==> config.mk <==
export PLATFORM = sky130hd
export DESIGN_NAME = serial_sub
export DESIGN_NICKNAME = d
export VERILOG_FILES = /design/src/rtl/serial_sub.sv
export SDC_FILE = /design/constraint.sdc
export NUM_CORES = 1
export LEC_CHECK = 0
export BUFFER_PORTS_ARGS = -buffer_cell sky130_fd_sc_hd__buf_2
export CORE_UTILIZATION = 48
export DETAILED_ROUTE_END_ITERATION = 8
export PLACE_DENSITY = 0.76
export SLEW_MARGIN = 20
export SYNTH_ARGS = -nofsm -noshare
export SYNTH_HDL_FRONTEND = slang
export SYNTH_SLANG_ARGS = --single-unit
==> constraint.sdc <==
create_clock -name clk_i -period 1.39 [get_ports clk_i]
set_input_delay 0.417 -clock clk_i [delete_from_list [all_inputs] [get_ports clk_i]]
set_output_delay 0.417 -clock clk_i [all_outputs]
set_load 0.03 [all_outputs]
==> src/rtl/serial_sub.sv <==
// Bit-serial two's-complement subtractor (diff = a - b - borrow_in), LSB first, valid/ready on both sides.
// Optional signed-overflow flag enabled by defining SERIAL_SUB_OVERFLOW_EN.
module serial_sub #(
   parameter int width_p = 8
) (
   input  logic               clk_i,
   input  logic               reset_i,
   input  logic               valid_i,
   output logic               ready_o,
   input  logic [width_p-1:0] a_i,
   input  logic [width_p-1:0] b_i,
   input  logic               borrow_i,
   output logic               valid_o,
   input  logic               ready_i,
   output logic [width_p-1:0] diff_o,
   output logic               borrow_o,
   output logic               overflow_o
);

   localparam int cnt_w = $clog2(width_p);

   typedef enum logic [1:0] {IDLE, BUSY, DONE} state_e;

   state_e             state_r, state_n;
   logic [width_p-1:0] a_sr, b_sr, res_sr;
   logic [cnt_w-1:0]   cnt_r;
   logic               br_r, d, br_n, last, accept;

   // single full-subtractor cell working on the current LSBs
   assign d      = a_sr[0] ^ b_sr[0] ^ br_r;
   assign br_n   = (~a_sr[0] & b_sr[0]) | (~(a_sr[0] ^ b_sr[0]) & br_r);
   assign last   = (cnt_r == cnt_w'(width_p - 1));
   // ready_o is registered, so it also gates the first idle cycle after reset
   assign accept = (state_r == IDLE) & ready_o & valid_i;

   always_comb begin
      state_n = state_r;
      case (state_r)
         IDLE:    if (accept)  state_n = BUSY;
         BUSY:    if (last)    state_n = DONE;
         DONE:    if (ready_i) state_n = IDLE;
         default:              state_n = IDLE;
      endcase
   end

   always_ff @(posedge clk_i or posedge reset_i) begin
      if (reset_i) begin
         state_r <= IDLE;
         ready_o <= 1'b0;
         valid_o <= 1'b0;
      end else begin
         state_r <= state_n;
         ready_o <= (state_n == IDLE);
         valid_o <= (state_n == DONE);
      end
   end

   always_ff @(posedge clk_i or posedge reset_i) begin
      if (reset_i) begin
         a_sr     <= '0;
         b_sr     <= '0;
         res_sr   <= '0;
         cnt_r    <= '0;
         br_r     <= 1'b0;
         diff_o   <= '0;
         borrow_o <= 1'b0;
      end else if (accept) begin
         a_sr  <= a_i;
         b_sr  <= b_i;
         br_r  <= borrow_i;
         cnt_r <= '0;
      end else if (state_r == BUSY) begin
         a_sr   <= {1'b0, a_sr[width_p-1:1]};
         b_sr   <= {1'b0, b_sr[width_p-1:1]};
         res_sr <= {d, res_sr[width_p-1:1]};
         br_r   <= br_n;
         cnt_r  <= cnt_r + 1'b1;
         // visible outputs only change when the whole word is complete
         if (last) begin
            diff_o   <= {d, res_sr[width_p-1:1]};
            borrow_o <= br_n;
         end
      end
   end

`ifdef SERIAL_SUB_OVERFLOW_EN
   logic a_msb_r, b_msb_r;

   // d on the last BUSY edge is the result MSB
   always_ff @(posedge clk_i or posedge reset_i) begin
      if (reset_i) begin
         a_msb_r    <= 1'b0;
         b_msb_r    <= 1'b0;
         overflow_o <= 1'b0;
      end else if (accept) begin
         a_msb_r <= a_i[width_p-1];
         b_msb_r <= b_i[width_p-1];
      end else if (state_r == BUSY && last) begin
         overflow_o <= (a_msb_r != b_msb_r) && (d != a_msb_r);
      end
   end
`else
   assign overflow_o = 1'b0;
`endif

endmodule
==> results of run 1 <==
-- registers in the layout, summed over array words and instances (netlist names) --
signal,flops
a_sr,8
b_sr,8
borrow_o,1
br_r,1
cnt_r,3
diff_o,8
ready_o,1
res_sr,7
state_r,2
valid_o,1
-- logic make-up (layout without fill, tap and decap cells) --
| logic type | Yosys count | in the layout |
|---|---|---|
| and+or+nand+nor | 37 | 37 |
| muxes | 9 | 9 |
| buffers and inverters | 12 | 60 |
| other | 1 | 1 |
| adders and majority gates | 3 | 3 |
| xor gates and xnor gates | 1 | 1 |
| AOI/OAI and AO/OA | 38 | 38 |
| DFF | 40 | 40 |
-- power by group through the flow --
stage | clock network (W) | logic, W | registers, W
floorplan | 0 | 0.00116 | 0.00212
finish | 0.000559 | 0.00215 | 0.00192
detailed placement | 0 | 0.00199 | 0.00195
global route | 0.000636 | 0.00237 | 0.00199
global placement | 0 | 0.00188 | 0.00191
CTS | 0.000577 | 0.00204 | 0.00193
-- routing by layer --
layer  wire length, um  global-route usage (%)  vias to the layer above
li1                  -                       -                      573
met1              1380                    24.7                      592
met2              1690                    33.9                       26
met3               110                    6.40                        6
met4                65                    8.77                        0
met5                 0                       0                        -
-- stage by stage --
stage	hold WS [ps]	setup TNS (ps)	instance area [um^2]	utilization, %	worst slack [ps]
3_5_place_dp	453	-1510	1960	58.6	-141
4_1_cts	60.2	-612	2030	60.7	-80.9
5_1_grt	75.1	-1510	2070	62.0	-115
6_report	61.1	-493	2070	62.0	-64.3
2_1_floorplan	442	-222	1680	-	-32.1
3_3_place_gp	442	-630	1960	58.6	-103
-- layout by cell type, fill, tap and decap left out, types with 2 or more instances in the layout --
cell	count
o21ai_0	4
buf_2	28
a22o_1	13
a21o_1	13
o21ai_1	3
mux2_2	8
ha_2	2
clkbuf_1	2
nand2b_1	2
dfrtp_1	39
nand2_1	29
a21oi_1	2
inv_1	2
clkbuf_4	5
buf_6	5
buf_4	17
-- worst max-delay path by stage --
stage	startpoint	to	slack, ps
2_1_floorplan	reset_i	ready_o	-30
3_3_place_gp	valid_i	a_sr[0]	-100
3_5_place_dp	valid_i	a_sr[0]	-140
4_1_cts	cnt_r[0]	diff_o[3]	-80
5_1_grt	cnt_r[0]	diff_o[5]	-110
6_report	cnt_r[0]	diff_o[3]	-60
-- final cells by class --
cell class | instances | area (um^2)
Tap cell | 46 | 57.6
Fill cell | 294 | 1270
Clock inverter | 1 | 5.00
Multi-Input combinational cell | 89 | 627
Sequential cell | 40 | 1000
Clock buffer | 7 | 45.0
Timing Repair Buffer | 50 | 324
Inverter | 2 | 7.51
-- worst min-delay path, stage by stage --
cell and delay [ps]:
buf_2 90, inv_1 60, buf_4 220
-- timing repair --
item / 4_1_cts / 5_1_grt
gates resized for setup: 1 / 11
endpoints found under the setup margin: 20 / 28
pin swaps: 3 / 5
setup buffers: 2 / 2
==> results.sh, run 1 <==
export IMPL_drive_gt1_share_pct=37.6
export IMPL_synth_nets=165
export IMPL_core_area_um2=3340
export IMPL_cp_end_kind="register"
export IMPL_dp_hpwl_mm=2.33
export IMPL_slowest_delay_ps=410
export IMPL_status="complete, but fails checks"
export IMPL_min_period_ps=1450
export IMPL_reg2reg_to="diff_o[3]"
export IMPL_syn_area_um2=1670
export IMPL_yosysSeqAreaShare_pct=59.9
export IMPL_area_delta_synth_final_pct=23.8
export IMPL_grt_max_degree=26
export IMPL_synth_avg_cell_area_um2=11.8
export IMPL_cts_made_buffers=5
export IMPL_clk_latency_ps=350
export IMPL_synth_common_cells="dfrtp_1 (40), nand2_1 (29), a21o_1 (13), a22o_1 (13), mux2_2 (8)"
export IMPL_pwr_share_comb_pct=46.4
export IMPL_startpoint_type="register"
export IMPL_power_frac_clock_pct=12.1
export IMPL_wl_per_cell_um=13.8
export IMPL_drv_slew=0
export IMPL_synth_edf_count=0
export IMPL_cts_root_buf="clkbuf_4"
export IMPL_globalplace_congestion=0.727
export IMPL_wl_mm=3.25
export IMPL_grt_usage_pct=20.5
export IMPL_viasPerCell=5.09
export IMPL_layout_setup_ws_ps=-64.3
export IMPL_crit_fanout=6
export IMPL_synthAdderAreaFrac_pct=2.70
export IMPL_ios=33
export IMPL_finalPower_w=0.00463
export IMPL_cp_depth=5
export IMPL_die_area_um2=3720
export IMPL_synth_top_area_cell="dfrtp_1"
export IMPL_dieHeight_um=61.0
export IMPL_rsz0062_at_grt="true"
export IMPL_grt_pass1_vias=1140
export IMPL_ant_nets=0
export IMPL_hold_class="in2async"
export IMPL_clkTransAtPathRegs_ps=120
export IMPL_final_hold_viol_count=0
export IMPL_n_antenna_cell=0
export IMPL_fmax_mhz=688
export IMPL_leakagePower_nw=1.14
export IMPL_cpMaxStageDelayCell="dfrtp_1"
export IMPL_synth_top_family_by_area="compound AO/OA/AOI/OAI gates"
export IMPL_ir_drop_v=0.000741
export IMPL_overflow=0
export IMPL_synth_top_cell_area_share_pct=59.9
export IMPL_synth_async_reset_ratio_pct=100
export IMPL_instances_no_fill=235
export IMPL_initial_core_util_pct=50.1
export IMPL_critical_path_class="reg2reg"
export IMPL_synthesis_instances=141
export IMPL_maxCapViolations=0
export IMPL_setup_viol=9
export IMPL_fp_dieW_um=61.0
export IMPL_p_int_w=0.00287
export IMPL_fin_nets=212
export IMPL_ctsHoldBuffers=0
export IMPL_grt_pass1_wl_mm=5.24
export IMPL_cp_cell_sequence="ha_2, ha_2, nand3b_1, buf_4, mux2_2"
export IMPL_dp_cells=223
export IMPL_synth_compound_area_share_pct=16.9
export IMPL_via_count=1197
export IMPL_critical_path_required_ps=1630
export IMPL_port_buffers=31
export IMPL_critPathTopFamily="flip-flops"
export IMPL_power_frac_seq_pct=41.5
export IMPL_yosys_area_share_simple_pct=9.59
export IMPL_switching_share_pct=38.0
export IMPL_path_buf_inv=1
export IMPL_cp_common_cell="ha_2"
export IMPL_yosys_register_bits=40
export IMPL_yosys_top_cells_area="dfrtp_1 (60%), a22o_1 (6.8%), nand2_1 (6.5%)"
export IMPL_rr_worst_depth=5
export IMPL_antenna_found_initial=0
export IMPL_drc=0
export IMPL_cts_tree="yes"
export IMPL_p_per_area_nw_per_um2=2240
export IMPL_clk_path_buf_depth=2
export IMPL_rrSetupSlack_ps=-60
export IMPL_muxShareOfSynthArea_pct=5.99
export IMPL_cp_arrival_ps=1700
export IMPL_synth_xor_area_share_pct=0.524
export IMPL_synthDistinctLibCells=28
export IMPL_failed_checks="setup timing"
export IMPL_fin_crit_sh_pct=105
export IMPL_cts_htree_levels=2
export IMPL_ys_warn_count=0
export IMPL_drt_iter0_markers=73
export IMPL_p_switching_w=0.00176
export IMPL_dr_pass1_iters=4
export IMPL_fp_row_count=21
export IMPL_yosys_most_used_dff="dfrtp_1"
export IMPL_crit_reg2reg_launch="cnt_r[0]"
export IMPL_yosysMostFrequentCell="dfrtp_1"
export IMPL_clkSinkCount=40
export IMPL_skew_ps=13.8
No activity file was read; power rests on OpenSTA's default activity.
==> inputs of run 2 (changes only) <==
--- a/config.mk
+++ b/config.mk
@@ -8,7 +8,7 @@
 export BUFFER_PORTS_ARGS = -buffer_cell sky130_fd_sc_hd__buf_2
 export CORE_UTILIZATION = 48
 export DETAILED_ROUTE_END_ITERATION = 8
-export PLACE_DENSITY = 0.76
+export PLACE_DENSITY_LB_ADDON = 0.1
 export SLEW_MARGIN = 20
 export SYNTH_ARGS = -nofsm -noshare
 export SYNTH_HDL_FRONTEND = slang
==> run 2 against run 1 <==
Effect of this change:
- the run still ends with setup timing left
- largest cell class unchanged
- first-iteration DRC count down 58%
- highest routed layer unchanged
- combinational power down 3%
- cell count down 1.3%
- routed wire length down 1.4%
- utilization up 0.37 points
- die area unchanged
- clock power up 9.3%
- critical path depth unchanged
- sequential share of layout area down 0.29 points
==> results.sh, run 2 (synthesis results as in run 1) <==
export IMPL_tns_ps=-942
export IMPL_final_hold_viol_count=0
export IMPL_viasPerCell=5.02
export IMPL_core_area_um2=3340
export IMPL_min_period_ps=1490
export IMPL_drive_gt1_share_pct=36.0
export IMPL_nFillCells=297
export IMPL_cts_root_buf="clkbuf_4"
export IMPL_status="complete, but fails checks"
export IMPL_drv_slew=0
export IMPL_die_area_um2=3720
export IMPL_switching_share_pct=37.3
export IMPL_ios=33
export IMPL_failed_checks="setup timing"
export IMPL_grt_pass1_wl_mm=5.12
export IMPL_cts_made_buffers=5
export IMPL_p_switching_w=0.00172
export IMPL_fp_dieW_um=61.0
export IMPL_n_antenna_cell=0
export IMPL_grt_pass1_vias=1037
export IMPL_final_cell_mix="dfrtp_1 (39), buf_2 (30), nand2_1 (29)"
export IMPL_wl_per_cell_um=13.8
export IMPL_hold_class="in2async"
export IMPL_globalplace_congestion=0.714
export IMPL_overflow=0
export IMPL_drt_iter0_markers=31
export IMPL_ctsHoldBuffers=0
export IMPL_dieHeight_um=61.0
export IMPL_p_int_w=0.00290
export IMPL_fmax_mhz=669
export IMPL_antenna_found_initial=0
export IMPL_layout_setup_ws_ps=-105
export IMPL_ant_nets=0
export IMPL_pwr_share_comb_pct=45.0
export IMPL_dp_hpwl_mm=2.20
export IMPL_clkTransAtPathRegs_ps=110
export IMPL_critical_path_required_ps=1620
export IMPL_cts_tree="yes"
export IMPL_finalPower_w=0.00462
export IMPL_leakagePower_nw=1.15
export IMPL_area_delta_synth_final_pct=24.6
export IMPL_dr_pass1_iters=4
export IMPL_startpoint_type="register"
export IMPL_power_frac_clock_pct=13.2
export IMPL_crit_fanout=12
export IMPL_via_count=1165
export IMPL_worst_hold_slack_ps=123
export IMPL_maxCapViolations=0
export IMPL_layout_commonest_cell="dfrtp_1"
export IMPL_drc=0
export IMPL_clk_latency_ps=350
export IMPL_grt_max_degree=41
export IMPL_port_buffers=31
export IMPL_initial_core_util_pct=50.1
export IMPL_fin_crit_sh_pct=108
export IMPL_cts_htree_levels=2
export IMPL_grt_usage_pct=19.7
export IMPL_clkSinkCount=40
export IMPL_power_frac_seq_pct=41.8
export IMPL_setup_viol=22
export IMPL_reg_top3="a_sr (8), b_sr (8), diff_o (8)"
export IMPL_cp_end_kind="register"
export IMPL_fp_row_count=21
export IMPL_fin_nets=209
export IMPL_clk_path_buf_depth=2
export IMPL_critical_path_class="reg2reg"
export IMPL_ir_drop_v=0.00118
export IMPL_rsz0062_at_grt="true"
export IMPL_cp_arrival_ps=1730
export IMPL_final_cell_area_um2=2080
export IMPL_dpl_cell_area_um2=1970
export IMPL_p_per_area_nw_per_um2=2220
export IMPL_skew_ps=9.79
export IMPL_wl_mm=3.20
run 2: cell types whose count changed in the layout (fill, tap and decap cells not counted), moves of 2 or more:
| cell | previous run | this run |
|---|---|---|
| buf_12 | 0 | 2 |
| buf_2 | 28 | 30 |
| buf_4 | 17 | 13 |
| buf_6 | 5 | 2 |
| mux2_2 | 8 | 6 |
| mux2_4 | 0 | 2 |
run 2: worst paths after layout:
check / startpoint / end / slack (ps) / cells after the start
max: cnt_r[1] / diff_o[1] / -100 / 5
min: reset_i / b_sr[5] / 120 / 3
max reg2reg: cnt_r[1] / diff_o[1] / -100 / 5
min reg2reg: b_sr[3] / b_sr[3] / 490 / 1
max in group asynchronous: reset_i / ready_o / 1070 / 3
min in group clk_i: ready_i / valid_o / 270 / 2
run 2: metrics by stage:
stage	utilization [%]	worst slack (ps)	cells
global route	62.4	-136	232
finish	62.4	-105	232
global placement	58.9	-106	221
CTS	62.0	-87.7	231
floorplan	-	-32.1	141
detailed placement	58.9	-115	221
run 2: critical path, stage by stage (launching register included):
cell and delay [ps]:
dfrtp_1 410, ha_2 210, ha_4 160, nand3b_1 130, buf_12 150, mux2_2 330
run 2: timing repair:
item                       CTS  global route
hold endpoints to repair     0             0
cloned                       0             0
setup buffers                2             1
gates resized for setup      6             1
setup endpoints to repair   24            34
run 2: routing by layer:
layer / share of wire (%) / up-vias / global-route usage (%)
met5: 0 / - / 0
met4: 1.4 / 0 / 7.47
met3: 4.6 / 6 / 6.40
met2: 47 / 26 / 28.4
met1: 47 / 563 / 27.8
li1: - / 570 / -
run 2: power by group through the flow:
stage | logic [W] | registers [W] | clock network [W]
global route | 0.00230 | 0.00199 | 0.000679
floorplan | 0.00116 | 0.00212 | 0
finish | 0.00208 | 0.00193 | 0.000611
global placement | 0.00192 | 0.00191 | 0
detailed placement | 0.00198 | 0.00195 | 0
CTS | 0.00208 | 0.00194 | 0.000628
run 2: cell type report:
class | count | area [um^2] | area share (%)
multi-input cells | 89 | 644 | 31.0
inverters | 2 | 7.51 | 0.361
repair buffers | 47 | 310 | 14.9
flip-flops and latches | 40 | 1000 | 48.2
clock buffers | 8 | 58.8 | 2.83
well taps | 46 | 57.6 | 2.77
==> inputs of run 3 (changes only) <==
--- a/config.mk
+++ b/config.mk
@@ -6,9 +6,11 @@
 export NUM_CORES = 1
 export LEC_CHECK = 0
 export BUFFER_PORTS_ARGS = -buffer_cell sky130_fd_sc_hd__buf_2
+export CAP_MARGIN = 30
 export CORE_UTILIZATION = 48
 export DETAILED_ROUTE_END_ITERATION = 8
 export PLACE_DENSITY_LB_ADDON = 0.1
+export SETUP_SLACK_MARGIN = 0.1
 export SLEW_MARGIN = 20
 export SYNTH_ARGS = -nofsm -noshare
 export SYNTH_HDL_FRONTEND = slang
==> run 3 against run 2 <==
Effect of this change:
- the run still ends with setup timing left
- design area increased by 20%
- non-clock buffer count rose by 16
- via count is 10% higher
- critical path type unchanged
- highest routed layer unchanged
==> results.sh, run 3 (synthesis results as in run 1) <==
export IMPL_status="complete, but fails checks"
export IMPL_failed_checks="setup timing"
export IMPL_overflow=0
export IMPL_initial_core_util_pct=50.1
export IMPL_instances_no_fill=248
export IMPL_drive_gt1_share_pct=49.0
export IMPL_cp_arrival_ps=1720
export IMPL_cp_cell_sequence="ha_2, ha_4, nand3b_1, buf_12, mux2_4"
export IMPL_drc=0
export IMPL_viasPerCell=5.17
export IMPL_clk_latency_ps=340
export IMPL_post_place_ws_ps=-143
export IMPL_n_antenna_cell=0
export IMPL_hold_class="in2async"
export IMPL_rrSetupSlack_ps=-100
export IMPL_core_area_um2=3340
export IMPL_cpMaxStageDelayCell="dfrtp_1"
export IMPL_grt_usage_pct=21.7
export IMPL_layout_setup_ws_ps=-95.9
export IMPL_maxCapViolations=0
export IMPL_ios=33
export IMPL_grt_pass1_vias=1244
export IMPL_finalPower_w=0.00568
export IMPL_setup_viol=18
export IMPL_wl_per_cell_um=14.7
export IMPL_critical_path_class="reg2reg"
export IMPL_cts_root_buf="clkbuf_4"
export IMPL_dp_cells=218
export IMPL_wl_mm=3.65
export IMPL_drt_iter0_markers=29
export IMPL_drv_slew=0
export IMPL_globalplace_congestion=0.789
export IMPL_clkTransAtPathRegs_ps=120
export IMPL_cts_htree_levels=2
export IMPL_fin_nets=225
export IMPL_critical_path_required_ps=1620
export IMPL_fmax_mhz=673
export IMPL_dr_pass1_iters=4
export IMPL_grt_max_degree=26
export IMPL_port_buffers=31
export IMPL_tns_ps=-817
export IMPL_area_delta_synth_final_pct=49.4
export IMPL_rsz0062_at_grt="true"
export IMPL_dieHeight_um=61.0
export IMPL_p_per_area_nw_per_um2=2280
export IMPL_via_count=1281
export IMPL_die_area_um2=3720
export IMPL_ant_nets=0
export IMPL_dp_hpwl_mm=2.16
export IMPL_clkSinkCount=40
export IMPL_layout_commonest_cell="dfrtp_1"
export IMPL_startpoint_type="register"
export IMPL_ir_drop_v=0.00115
export IMPL_cts_tree="yes"
export IMPL_fp_dieW_um=61.0
export IMPL_crit_fanout=11
export IMPL_skew_ps=10.4
export IMPL_reg_top3="a_sr (8), b_sr (8), diff_o (8)"
export IMPL_clk_path_buf_depth=2
export IMPL_final_hold_viol_count=0
export IMPL_leakagePower_nw=1.35
export IMPL_grt_pass1_wl_mm=5.70
export IMPL_final_cell_mix="dfrtp_1 (39), nand2_1 (26), buf_2 (20)"
export IMPL_cts_made_buffers=5
export IMPL_min_period_ps=1490
export IMPL_ctsHoldBuffers=0
export IMPL_fin_crit_sh_pct=107
export IMPL_slowest_delay_ps=430
export IMPL_fp_row_count=21
export IMPL_cp_end_kind="register"
export IMPL_antenna_found_initial=0
run 3: final cells by class:
| class | count | area, um^2 |
|---|---|---|
| timing repair buffer | 63 | 612 |
| sequential | 40 | 1000 |
| multi-input combinational | 89 | 751 |
| fill | 238 | 842 |
| inverter | 2 | 11.3 |
| clock inverter | 2 | 10.0 |
| clock buffer | 6 | 51.3 |
| tap | 46 | 57.6 |
run 3: what timing repair did:
| action | in CTS | in global routing |
|---|---|---|
| endpoints found under the setup margin | 43 | 47 |
| pin swaps | 16 | 8 |
| buffers inserted | 13 | 6 |
| resized for setup | 36 | 22 |
| gates cloned | 3 | 0 |
run 3: per-stage QoR:
stage          utilization [%]  cell area, um^2  hold WS [ps]
6_report                  74.8             2490          48.6
3_3_place_gp              60.0             2000           422
3_5_place_dp              60.0             2000           432
4_1_cts                   70.9             2360          46.4
5_1_grt                   74.8             2490          58.9
2_1_floorplan                -             1740           396
run 3: path summary, 6_finish.rpt:
kind / from / depth (start not counted) / to
setup reg to reg: cnt_r[0] / 5 / diff_o[3]
setup / recovery: cnt_r[0] / 5 / diff_o[3]
min in group clk_i: ready_i / 2 / state_r[1]
hold / removal: reset_i / 2 / a_sr[6]
hold reg to reg: b_sr[1] / 1 / b_sr[1]
max in group asynchronous: reset_i / 3 / res_sr[7]
run 3: report_power, final:
group          total [W]  leakage (nW)  internal (W)  switching [W]
Combinational    0.00311         0.798       0.00179        0.00132
Sequential       0.00197         0.517       0.00164       0.000325
Clock           0.000604        0.0380      0.000241       0.000363
run 3: critical path, delay by kind of cell (launching register included):
| kind | cells | cell delay, ps |
|---|---|---|
| buf+inv | 1 | 160 |
| simple gates | 1 | 120 |
| fa+ha+maj | 2 | 360 |
| flops | 1 | 430 |
| mux | 1 | 310 |
run 3: metal layers:
| metal | track usage (%) | vias to the layer above | wire length [um] |
|---|---|---|---|
| met5 | 0 | - | 0 |
| met4 | 6.82 | 0 | 64 |
| met3 | 6.18 | 7 | 143 |
| met2 | 38.1 | 29 | 1940 |
| met1 | 25.7 | 643 | 1510 |
| li1 | - | 602 | - |
